File: src/rtl/iot_mon_pkg.sv
// Shared definitions for the multi-channel IoT device monitor:
// width helpers, alarm FSM states and counter bound-handling modes.
package iot_mon_pkg;

   localparam int MODE_WRAP = 32'sd0;
   localparam int MODE_SAT  = 32'sd1;

   typedef enum logic [0:0] {
      ST_IDLE  = 1'b0,
      ST_ALARM = 1'b1
   } alarm_state_t;

   function automatic int clog2(input int n);
      int r;
      r = 32'sd0;
      for (int i = 0; i < 31; i++) begin
         if ((32'sd1 << i) < n) begin
            r = i + 32'sd1;
         end else begin
            r = r;
         end
      end
      return r;
   endfunction

   // Select width never collapses to zero, even for a single channel.
   function automatic int sel_width(input int n_ch);
      int c;
      c = clog2(n_ch);
      return (c < 32'sd1) ? 32'sd1 : c;
   endfunction

endpackage

File: src/rtl/iot_chan_counter.sv
// One channel's up/down device counter with wrap or saturate bound handling
// and single-cycle upper/lower bound event pulses.
module iot_chan_counter
   import iot_mon_pkg::*;
#(
   parameter int WIDTH    = 8,
   parameter int SAT_MODE = MODE_WRAP
) (
   input  logic             clk,
   input  logic             rst,
   input  logic             i_change,
   input  logic             i_on_off,
   output logic [WIDTH-1:0] o_count,
   output logic             o_ovf_evt,
   output logic             o_udf_evt
);

   localparam logic [WIDTH-1:0] CNT_MAX = {WIDTH{1'b1}};
   localparam logic [WIDTH-1:0] CNT_ONE = WIDTH'(1'b1);

   logic [WIDTH-1:0] r_count;
   logic [WIDTH-1:0] w_count_nxt;
   logic             w_at_max;
   logic             w_at_min;

   assign w_at_max  = (r_count == CNT_MAX);
   assign w_at_min  = (r_count == {WIDTH{1'b0}});
   assign o_ovf_evt = i_change &  i_on_off & w_at_max;
   assign o_udf_evt = i_change & ~i_on_off & w_at_min;

   // Next count: plain +/-1 wraps naturally; saturation pins at the bound.
   always_comb begin
      w_count_nxt = r_count;
      if (i_change) begin
         if (i_on_off) begin
            if (w_at_max && (SAT_MODE == MODE_SAT)) begin
               w_count_nxt = r_count;
            end else begin
               w_count_nxt = r_count + CNT_ONE;
            end
         end else begin
            if (w_at_min && (SAT_MODE == MODE_SAT)) begin
               w_count_nxt = r_count;
            end else begin
               w_count_nxt = r_count - CNT_ONE;
            end
         end
      end else begin
         w_count_nxt = r_count;
      end
   end

   // Count register.
   always_ff @(posedge clk) begin
      if (rst) begin
         r_count <= {WIDTH{1'b0}};
      end else begin
         r_count <= w_count_nxt;
      end
   end

   assign o_count = r_count;

endmodule

File: src/rtl/iot_monitor_multi.sv
// Multi-channel active-device monitor: per-channel counters, registered total,
// hysteretic threshold alarm, sticky bound flags and readout. Optional PEAK_HOLD_EN.
module iot_monitor_multi
   import iot_mon_pkg::*;
#(
   parameter  int N_CH     = 4,
   parameter  int WIDTH    = 8,
   parameter  int SAT_MODE = MODE_WRAP,
   parameter  int HYST     = 2,
   parameter  int THR_RST  = 16,
   localparam int SELW     = sel_width(N_CH),
   localparam int TW       = WIDTH + SELW
) (
   input  logic             clk,
   input  logic             rst,
   input  logic [N_CH-1:0]  i_change,
   input  logic [N_CH-1:0]  i_on_off,
   input  logic             i_thr_we,
   input  logic [TW-1:0]    i_thr_data,
   input  logic             i_flag_clr,
   input  logic [SELW-1:0]  i_rd_sel,
`ifdef PEAK_HOLD_EN
   input  logic             i_peak_clr,
   output logic [TW-1:0]    o_peak_out,
`endif
   output logic [WIDTH-1:0] o_rd_data,
   output logic [TW-1:0]    o_total_out,
   output logic             o_alarm,
   output logic [N_CH-1:0]  o_ovf_flag,
   output logic [N_CH-1:0]  o_udf_flag
);

   localparam logic [TW:0]   HYST_EXT = (TW+1)'(HYST);
   localparam logic [TW-1:0] THR_INIT = TW'(THR_RST);

   logic [WIDTH-1:0] w_count [N_CH];
   logic [N_CH-1:0]  w_ovf_evt;
   logic [N_CH-1:0]  w_udf_evt;
   logic [TW-1:0]    w_sum;
   logic [WIDTH-1:0] w_rd_mux;
   logic             w_hit;
   logic             w_clear;

   logic [TW-1:0]    r_total;
   logic [TW-1:0]    r_thr;
   logic [WIDTH-1:0] r_rd_data;
   logic [N_CH-1:0]  r_ovf_flag;
   logic [N_CH-1:0]  r_udf_flag;
   alarm_state_t     r_state;
   alarm_state_t     w_state_nxt;

   for (genvar g = 0; g < N_CH; g++) begin : g_chan
      iot_chan_counter #(
         .WIDTH    (WIDTH),
         .SAT_MODE (SAT_MODE)
      ) u_chan (
         .clk       (clk),
         .rst       (rst),
         .i_change  (i_change[g]),
         .i_on_off  (i_on_off[g]),
         .o_count   (w_count[g]),
         .o_ovf_evt (w_ovf_evt[g]),
         .o_udf_evt (w_udf_evt[g])
      );
   end

   // Sum and readout mux; an unmatched rd_sel leaves the mux at zero.
   always_comb begin
      w_sum    = {TW{1'b0}};
      w_rd_mux = {WIDTH{1'b0}};
      for (int i = 0; i < N_CH; i++) begin
         w_sum = w_sum + TW'(w_count[i]);
         if (i_rd_sel == SELW'(i)) begin
            w_rd_mux = w_count[i];
         end else begin
            w_rd_mux = w_rd_mux;
         end
      end
   end

   // Datapath registers; a coincident bound event beats flag_clr.
   always_ff @(posedge clk) begin
      if (rst) begin
         r_total    <= {TW{1'b0}};
         r_thr      <= THR_INIT;
         r_rd_data  <= {WIDTH{1'b0}};
         r_ovf_flag <= {N_CH{1'b0}};
         r_udf_flag <= {N_CH{1'b0}};
      end else begin
         r_total    <= w_sum;
         r_thr      <= i_thr_we ? i_thr_data : r_thr;
         r_rd_data  <= w_rd_mux;
         r_ovf_flag <= (r_ovf_flag & ~{N_CH{i_flag_clr}}) | w_ovf_evt;
         r_udf_flag <= (r_udf_flag & ~{N_CH{i_flag_clr}}) | w_udf_evt;
      end
   end

   // Release compare is one bit wider so total+HYST cannot wrap.
   assign w_hit   = (r_total >= r_thr);
   assign w_clear = (({1'b0, r_total} + HYST_EXT) < {1'b0, r_thr});

   // Alarm next-state.
   always_comb begin
      w_state_nxt = r_state;
      case (r_state)
         ST_IDLE: begin
            if (w_hit) begin
               w_state_nxt = ST_ALARM;
            end else begin
               w_state_nxt = ST_IDLE;
            end
         end
         ST_ALARM: begin
            if (w_clear) begin
               w_state_nxt = ST_IDLE;
            end else begin
               w_state_nxt = ST_ALARM;
            end
         end
         default: w_state_nxt = ST_IDLE;
      endcase
   end

   // Alarm state register.
   always_ff @(posedge clk) begin
      if (rst) begin
         r_state <= ST_IDLE;
      end else begin
         r_state <= w_state_nxt;
      end
   end

`ifdef PEAK_HOLD_EN
   logic [TW-1:0] r_peak;

   // Peak tracker follows total_out one cycle later.
   always_ff @(posedge clk) begin
      if (rst) begin
         r_peak <= {TW{1'b0}};
      end else if (i_peak_clr) begin
         r_peak <= r_total;
      end else if (r_total > r_peak) begin
         r_peak <= r_total;
      end else begin
         r_peak <= r_peak;
      end
   end

   assign o_peak_out = r_peak;
`endif

   assign o_rd_data   = r_rd_data;
   assign o_total_out = r_total;
   assign o_alarm     = (r_state == ST_ALARM);
   assign o_ovf_flag  = r_ovf_flag;
   assign o_udf_flag  = r_udf_flag;

endmodule

File: config.mk
export PLATFORM = sky130hd
export DESIGN_NAME = iot_monitor_multi
export DESIGN_NICKNAME = d
export VERILOG_FILES = /design/src/rtl/iot_mon_pkg.sv /design/src/rtl/iot_chan_counter.sv /design/src/rtl/iot_monitor_multi.sv
export SDC_FILE = /design/constraint.sdc
export NUM_CORES = 1
export LEC_CHECK = 0
export CAP_MARGIN = 40
export CORE_UTILIZATION = 55
export CTS_CLUSTER_DIAMETER = 80
export DETAILED_ROUTE_END_ITERATION = 7
export HOLD_SLACK_MARGIN = 0.12
export PLACE_DENSITY = 0.77
export REMOVE_ABC_BUFFERS = 1
export SYNTH_ARGS = -nofsm -noshare
export SYNTH_HDL_FRONTEND = slang
export SYNTH_HIERARCHICAL = 1
export SYNTH_SLANG_ARGS = --single-unit
File: constraint.sdc
create_clock -name clk -period 9.04 [get_ports clk]
set_input_delay 1.808 -clock clk [delete_from_list [all_inputs] [get_ports clk]]
set_output_delay 1.808 -clock clk [all_outputs]
set_load 0.05 [all_outputs]
==> results of run 1 <==
==> layout by cell type, fill, tap and decap left out, types with 5 or more instances in the layout <==
cell	instances
dfxtp_1	69
inv_1	62
nor2_1	54
ha_1	53
clkdlybuf4s50_1	49
a21oi_1	38
nand2_1	23
mux2i_1	21
nand3_1	21
xnor2_1	20
fa_1	20
a21o_1	15
o21ai_0	14
nor3_1	13
nor3b_1	12
nand4_1	11
clkbuf_8	10
mux4_2	8
and2_1	8
nor4_1	8
a211oi_2	6
a31oi_1	6
a211oi_1	6
xor2_1	5
o21bai_1	5
nor2b_1	5
o211ai_1	5
==> registers in the layout, summed over array words and instances, names as in the netlist <==
register and count:
g_chan.u_chan/o_count 32, o_alarm 1, o_ovf_flag 4, o_rd_data 8
o_total_out 10, o_udf_flag 4, r_thr 10
==> how the worst min path moves through the flow <==
stage	start	to	slack (ns)
floorplan	r_thr[1]	r_thr[1]	0.46
global placement	o_udf_flag[2]	o_udf_flag[2]	0.48
detailed placement	o_udf_flag[2]	o_udf_flag[2]	0.48
CTS	o_ovf_flag[0]	o_ovf_flag[0]	0.50
global route	o_ovf_flag[3]	o_ovf_flag[3]	0.53
finish	r_thr[8]	r_thr[8]	0.50
==> per-layer routing <==
metal / part of all wire, % / up-vias / GRT usage, %
met1: 45 / 2053 / 30.17
li1: - / 2143 / -
met5: 0 / - / 0
met2: 49 / 105 / 43.06
met4: 2.4 / 0 / 11.20
met3: 4.0 / 25 / 3.443
==> per-stage QoR <==
stage               area [sq um]  utilization (%)  std cells  hold slack (ns)
floorplan                   5150                -        562           0.4604
detailed placement          5814            62.92        742           0.4826
CTS                         6038            65.35        758           0.5036
finish                      6038            65.35        758           0.4964
global placement            5814            62.92        742           0.4750
global route                6038            65.35        758           0.5302
==> worst register-to-register path: cells and delay by family (launching register included) <==
kind            cells  cell delay, ns
fa+ha+maj           4            1.62
compound gates      4            0.61
flops               1            0.49
buf+inv             3            0.25
simple gates        1            0.14
==> power by group through the flow <==
stage | sequential [W] | clock [W] | combinational, W
global route | 0.000434 | 0.000300 | 0.000713
detailed placement | 0.000431 | 0 | 0.000626
global placement | 0.000429 | 0 | 0.000602
CTS | 0.000424 | 0.000289 | 0.000633
finish | 0.000425 | 0.000283 | 0.000631
floorplan | 0.000483 | 0 | 0.000406
==> cells in the mapped netlist, types with 2 or more instances <==
cell type,instances
and2_1,8
dfxtp_1,69
a211oi_1,6
a21oi_2,4
nor2_1,54
a21oi_1,38
fa_1,20
buf_1,5
a21o_2,4
a21o_1,15
nor4_1,8
o21bai_1,5
nor3b_2,4
o21ai_0,14
o21ai_1,4
or4bb_1,4
xnor2_1,20
nor3b_1,12
and4_1,4
nand2_1,23
nand4_1,11
o21a_1,2
buf_2,11
a31oi_1,6
mux2i_1,21
nor4b_1,4
and3_1,2
mux4_2,8
a211o_1,4
nor2b_1,5
clkbuf_1,2
inv_1,62
o211ai_1,5
o31a_1,2
a211oi_2,6
nor3_1,13
nand3_1,21
nor3_2,4
ha_1,53
xor2_1,5
mux2_4,4
==> cells by family (layout without fill, tap and decap cells) <==
| family | after synthesis | count (layout) | synth area share (%) |
|---|---|---|---|
| xor+xnor | 25 | 25 | 4.186 |
| fa+ha+maj | 73 | 73 | 20.33 |
| buf+inv | 80 | 129 | 6.003 |
| simple gates | 182 | 182 | 19.33 |
| flops | 69 | 69 | 26.41 |
| mux | 33 | 33 | 8.610 |
| compound gates | 118 | 118 | 15.14 |
==> layout make-up <==
cell class	instances	area, sq um	area share [%]
Timing Repair Buffer	51	503.0	8.330
Tap cell	129	161.4	2.673
Clock inverter	6	86.33	1.430
Multi-Input combinational cell	431	3536	58.56
Clock buffer	10	137.6	2.279
Sequential cell	69	1381	22.88
Inverter	62	232.7	3.854
==> results.sh, run 1 <==
export IMPL_outcome="finished, final reports clean"
export IMPL_antenna_found_initial=0
export IMPL_p_sw_w=0.0005391
export IMPL_hpwlAfterDp_um=8602
export IMPL_cts_resized=0
export IMPL_grt_max_degree=63
export IMPL_synthDominantCellAreaShare_pct=26.41
export IMPL_vias=4326
export IMPL_die_height_um=99.53
export IMPL_ys_seq_area_share_pct=26.41
export IMPL_arrival_ns=3.98
export IMPL_synth_area_leader_cell="dfxtp_1"
export IMPL_clkTransAtPathRegs_ns=0.08
export IMPL_diodes=0
export IMPL_antenna_left=0
export IMPL_switching_share_pct=40.27
export IMPL_wl_um=11300
export IMPL_synth_area_per_cell_sq_um=9.019
export IMPL_cts_max_level=3
export IMPL_cts_root_buf="clkbuf_8"
export IMPL_clock_path_buffers=2
export IMPL_tritoncts="built"
export IMPL_cts_made_buffers=9
export IMPL_cap_violations=0
export IMPL_criticalPathCategory="input pin to flip-flop"
export IMPL_fmax_mhz=270.8
export IMPL_gr_total_overflow=0
export IMPL_die_area_sq_um=9905
export IMPL_start_kind="input pin"
export IMPL_r2r_start="g_chan[3].u_chan/o_count[1]"
export IMPL_hold_viol=0
export IMPL_fin_skew_ns=0.008669
export IMPL_core_sq_um=9240
export IMPL_p_int_w=0.0007998
export IMPL_drt_pass1_iterations=4
export IMPL_layout_nets=721
export IMPL_layout_drive_gt1_share_pct=8.585
export IMPL_grt_pass1_wl_um=19440
export IMPL_tightest_slew_ns=0.6665
export IMPL_power_total_w=0.001339
export IMPL_globalplace_congestion=0.8651
export IMPL_die_x_um=99.53
export IMPL_crit_cells=8
export IMPL_synth_area_leaders="dfxtp_1 26%, ha_1 13%, fa_1 7.7%"
export IMPL_slowest_stage="clkdlybuf4s50_1"
export IMPL_min_period_ns=3.693
export IMPL_sequentialPowerShare_pct=31.8
export IMPL_grt_use_total_pct=24.66
export IMPL_synthCells=580
export IMPL_crit_chain="clkdlybuf4s50_1 > inv_1 > ha_1 > o21ai_0 > nor3_2 > mux2_4 > a21o_1 > a21oi_2"
export IMPL_max_slew_margin_rel_pct=55.57
export IMPL_async_flop_share_pct=0
export IMPL_cts_sinks=69
export IMPL_rr_endpoint="o_total_out[9]"
export IMPL_clock_power_share_pct=21.1
export IMPL_dp_slack_ns=4.991
export IMPL_tns_ns=0
export IMPL_fin_crit_sh_pct=40.85
export IMPL_synth_edf_count=0
export IMPL_synth_seq_cells=69
export IMPL_p_leak_nw=2.565
export IMPL_synth_area_sq_um=5231
export IMPL_post_cts_buffers=0
export IMPL_finalSetupViolCount=0
export IMPL_synth_cell_types=49
export IMPL_wl_per_cell_um=14.91
export IMPL_worst_r2r_cell_count=12
export IMPL_fill_cells=764
export IMPL_drt_iter0_drc=177
export IMPL_ctsHoldBuffers=0
export IMPL_yosysWarnings=6
export IMPL_worstSetupEndpointType="flip-flop"
export IMPL_rows=35
export IMPL_viasPerCell=5.707
export IMPL_rrSetupSlack_ns=5.86
export IMPL_num_io_pins=51
export IMPL_holdPathStages=2
export IMPL_comb_power_share_pct=47.1
export IMPL_insertion_delay_ns=0.36
export IMPL_grt_pass1_vias=4225
export IMPL_start_util_pct=56.61
export IMPL_io_buffers=50
export IMPL_path_delay_family="buffers and inverters"
export IMPL_slew_violations=0
export IMPL_critPathLaunch="i_on_off[0]"
export IMPL_crit_required_ns=9.33
export IMPL_setup_slack_ns=5.347
export IMPL_syn2layout_area_growth_pct=15.43
export IMPL_grt_setup_unrepaired="false"
export IMPL_critical_path_buf_inv_count=2
export IMPL_crit_end="g_chan[0].u_chan/o_count[7]"
export IMPL_cpPeakStageDelay_ns=0.58
export IMPL_p_per_area_nw_per_um2=221.7
export IMPL_cp_max_fo=8
export IMPL_synth_flop_cell="dfxtp_1"
export IMPL_worstHoldPathType="flip-flop to flip-flop"
export IMPL_peakVddDrop_mv=0.09735
export IMPL_drc_errors=0
No activity file was read; power rests on OpenSTA's default activity.
==> run 2, diff against run 1 <==
--- a/config.mk
+++ b/config.mk
@@ -6,11 +6,11 @@
 export NUM_CORES = 1
 export LEC_CHECK = 0
 export CAP_MARGIN = 40
-export CORE_UTILIZATION = 55
+export CORE_UTILIZATION = 53
 export CTS_CLUSTER_DIAMETER = 80
 export DETAILED_ROUTE_END_ITERATION = 7
 export HOLD_SLACK_MARGIN = 0.12
-export PLACE_DENSITY = 0.77
+export PLACE_DENSITY = 0.78
 export REMOVE_ABC_BUFFERS = 1
 export SYNTH_ARGS = -nofsm -noshare
 export SYNTH_HDL_FRONTEND = slang
==> constraint.sdc (replaced) <==
create_clock -name clk -period 3 [get_ports clk]
set_input_delay 0.6 -clock clk [delete_from_list [all_inputs] [get_ports clk]]
set_output_delay 0.6 -clock clk [all_outputs]
set_load 0.05 [all_outputs]
==> run 2 against run 1 <==
Against the previous run: first-iteration DRC count rose by 39%; via count grew 4.6%; final cell count rose by 4.7%; design area increased by 5.8%; global-route usage is 1.0 points higher; critical endpoint is now o_total_out[9]; die area grew 3.7%; highest routed layer unchanged.
==> results.sh, run 2 (synthesis results as in run 1) <==
export IMPL_gr_total_overflow=0
export IMPL_tightest_slew_ns=0.6325
export IMPL_cts_max_level=3
export IMPL_worstSetupEndpointType="flip-flop"
export IMPL_diodes=0
export IMPL_rows=35
export IMPL_die_area_sq_um=10270
export IMPL_largest_register_ff_count=32
export IMPL_grt_setup_unrepaired="false"
export IMPL_wl_per_cell_um=15.81
export IMPL_cts_root_buf="clkbuf_8"
export IMPL_fin_skew_ns=0.01482
export IMPL_arrival_ns=3.10
export IMPL_clock_path_buffers=2
export IMPL_core_sq_um=9415
export IMPL_grt_pass1_vias=4442
export IMPL_start_kind="flip-flop"
export IMPL_die_x_um=101.4
export IMPL_wl_um=12550
export IMPL_ctsHoldBuffers=0
export IMPL_peakVddDrop_mv=0.3442
export IMPL_grt_max_degree=54
export IMPL_hold_ws_ns=0.4895
export IMPL_power_total_w=0.004343
export IMPL_hpwlAfterDp_um=9787
export IMPL_insertion_delay_ns=0.35
export IMPL_globalplace_congestion=0.8590
export IMPL_tritoncts="built"
export IMPL_antenna_found_initial=0
export IMPL_grt_pass1_wl_um=20670
export IMPL_cpPeakStageDelay_ns=0.50
export IMPL_rrSetupSlack_ns=0.13
export IMPL_layout_drive_gt1_share_pct=14.44
export IMPL_num_io_pins=51
export IMPL_crit_required_ns=3.23
export IMPL_slowest_stage="fa_1"
export IMPL_cap_violations=0
export IMPL_drc_errors=0
export IMPL_antenna_left=0
export IMPL_drt_pass1_iterations=5
export IMPL_start_util_pct=55.56
export IMPL_tns_ns=0
export IMPL_layout_nets=757
export IMPL_slew_violations=0
export IMPL_cts_made_buffers=9
export IMPL_fin_util_pct=67.87
export IMPL_fin_crit_sh_pct=95.60
export IMPL_vias=4525
export IMPL_crit_chain="inv_1 > fa_1 > fa_1 > inv_2 > ha_4 > inv_2 > fa_2 > nor2b_4 > o31a_1 > o31a_1 > o21ai_2 > a21oi_1"
export IMPL_drt_iter0_drc=246
export IMPL_outcome="finished, final reports clean"
export IMPL_p_per_area_nw_per_um2=679.7
export IMPL_grt_use_total_pct=25.69
export IMPL_criticalPathCategory="flip-flop to flip-flop"
export IMPL_final_cell_mix="69 x dfxtp_1, 60 x inv_1, 54 x nor2_1, 51 x ha_1, 49 x clkdlybuf4s50_1"
export IMPL_p_leak_nw=2.768
export IMPL_min_period_ns=2.868
export IMPL_die_height_um=101.4
export IMPL_worstHoldPathType="flip-flop to flip-flop"
export IMPL_syn2layout_area_growth_pct=22.15
export IMPL_cp_max_fo=3
export IMPL_finalSetupViolCount=0
export IMPL_clkTransAtPathRegs_ns=0.07
export IMPL_multi_input_area_sq_um=3567
export IMPL_fmax_mhz=348.7
export IMPL_cts_sinks=69
export IMPL_fill_cells=757
export IMPL_max_slew_margin_rel_pct=57.70
export IMPL_hold_viol=0
export IMPL_viasPerCell=5.699
export IMPL_layout_commonest_cell="dfxtp_1"
export IMPL_io_buffers=50
export IMPL_sequential_cell_area_sq_um=1381
==> run 2: changes by cell type in the layout (fill, tap and decap cells not counted), moves of 2 or more <==
cell / before / now
ha_1: 53 / 51
ha_4: 0 / 2
inv_1: 62 / 60
bufinv_16: 2 / 4
buf_4: 1 / 36
inv_2: 0 / 2
==> run 2: critical path: cells and delay by family (launching register included) <==
kind | cells | cell delay (ns)
and+or+nand+nor | 1 | 0.05
adders and majority gates | 4 | 1.38
buffers and inverters | 3 | 0.17
DFF | 1 | 0.33
AOI/OAI and AO/OA | 4 | 0.81
==> run 2: stage by stage <==
stage | instance area (sq um) | worst slack [ns] | instances
final | 6390 | 0.1320 | 794
after global routing | 6390 | 0.007990 | 794
after CTS | 6351 | 0.09115 | 793
after detailed placement | 6090 | 0.08967 | 777
after global placement | 6090 | 0.1921 | 777
after floorplan | 5150 | 0.1310 | 562
==> run 2: metal layers <==
metal  GRT usage, %  vias to the layer above  routed length (um)  share of wire, %
met2          45.63                      133                6279                50
met1          30.79                     2142                5329                42
met4          11.48                        0                 350               2.8
met5              0                        -                   0                 0
li1               -                     2219                   -                 -
met3          3.796                       31                 591               4.7
==> run 2: repair_timing <==
action | in CTS | in global routing
endpoints found under the setup margin | 0 | 2
resized for setup | 0 | 7
setup buffers | 0 | 1
==> run 2: path summary, 6_finish.rpt <==
check | start | endpoint | cells after the start
setup / recovery | g_chan[3].u_chan/o_count[1] | o_total_out[9] | 12
setup reg to reg | g_chan[3].u_chan/o_count[1] | o_total_out[9] | 12
hold / removal | o_ovf_flag[1] | o_ovf_flag[1] | 2
hold reg to reg | o_ovf_flag[1] | o_ovf_flag[1] | 2
==> run 2: report_power, final <==
group | total, W | internal [W] | switching (W)
logic | 0.00215 | 0.000969 | 0.00118
registers | 0.00121 | 0.00106 | 0.000149
clock network | 0.000987 | 0.000633 | 0.000354
total | 0.00434 | 0.00266 | 0.00168
==> run 2: area by class of cell <==
class                           instances  area share, %
Clock inverter                          7          2.154
Timing Repair Buffer                   87          12.30
Multi-Input combinational cell        431          55.83
Inverter                               62          3.642
Clock buffer                            9          1.939
Sequential cell                        69          21.62
Tap cell                              129          2.526
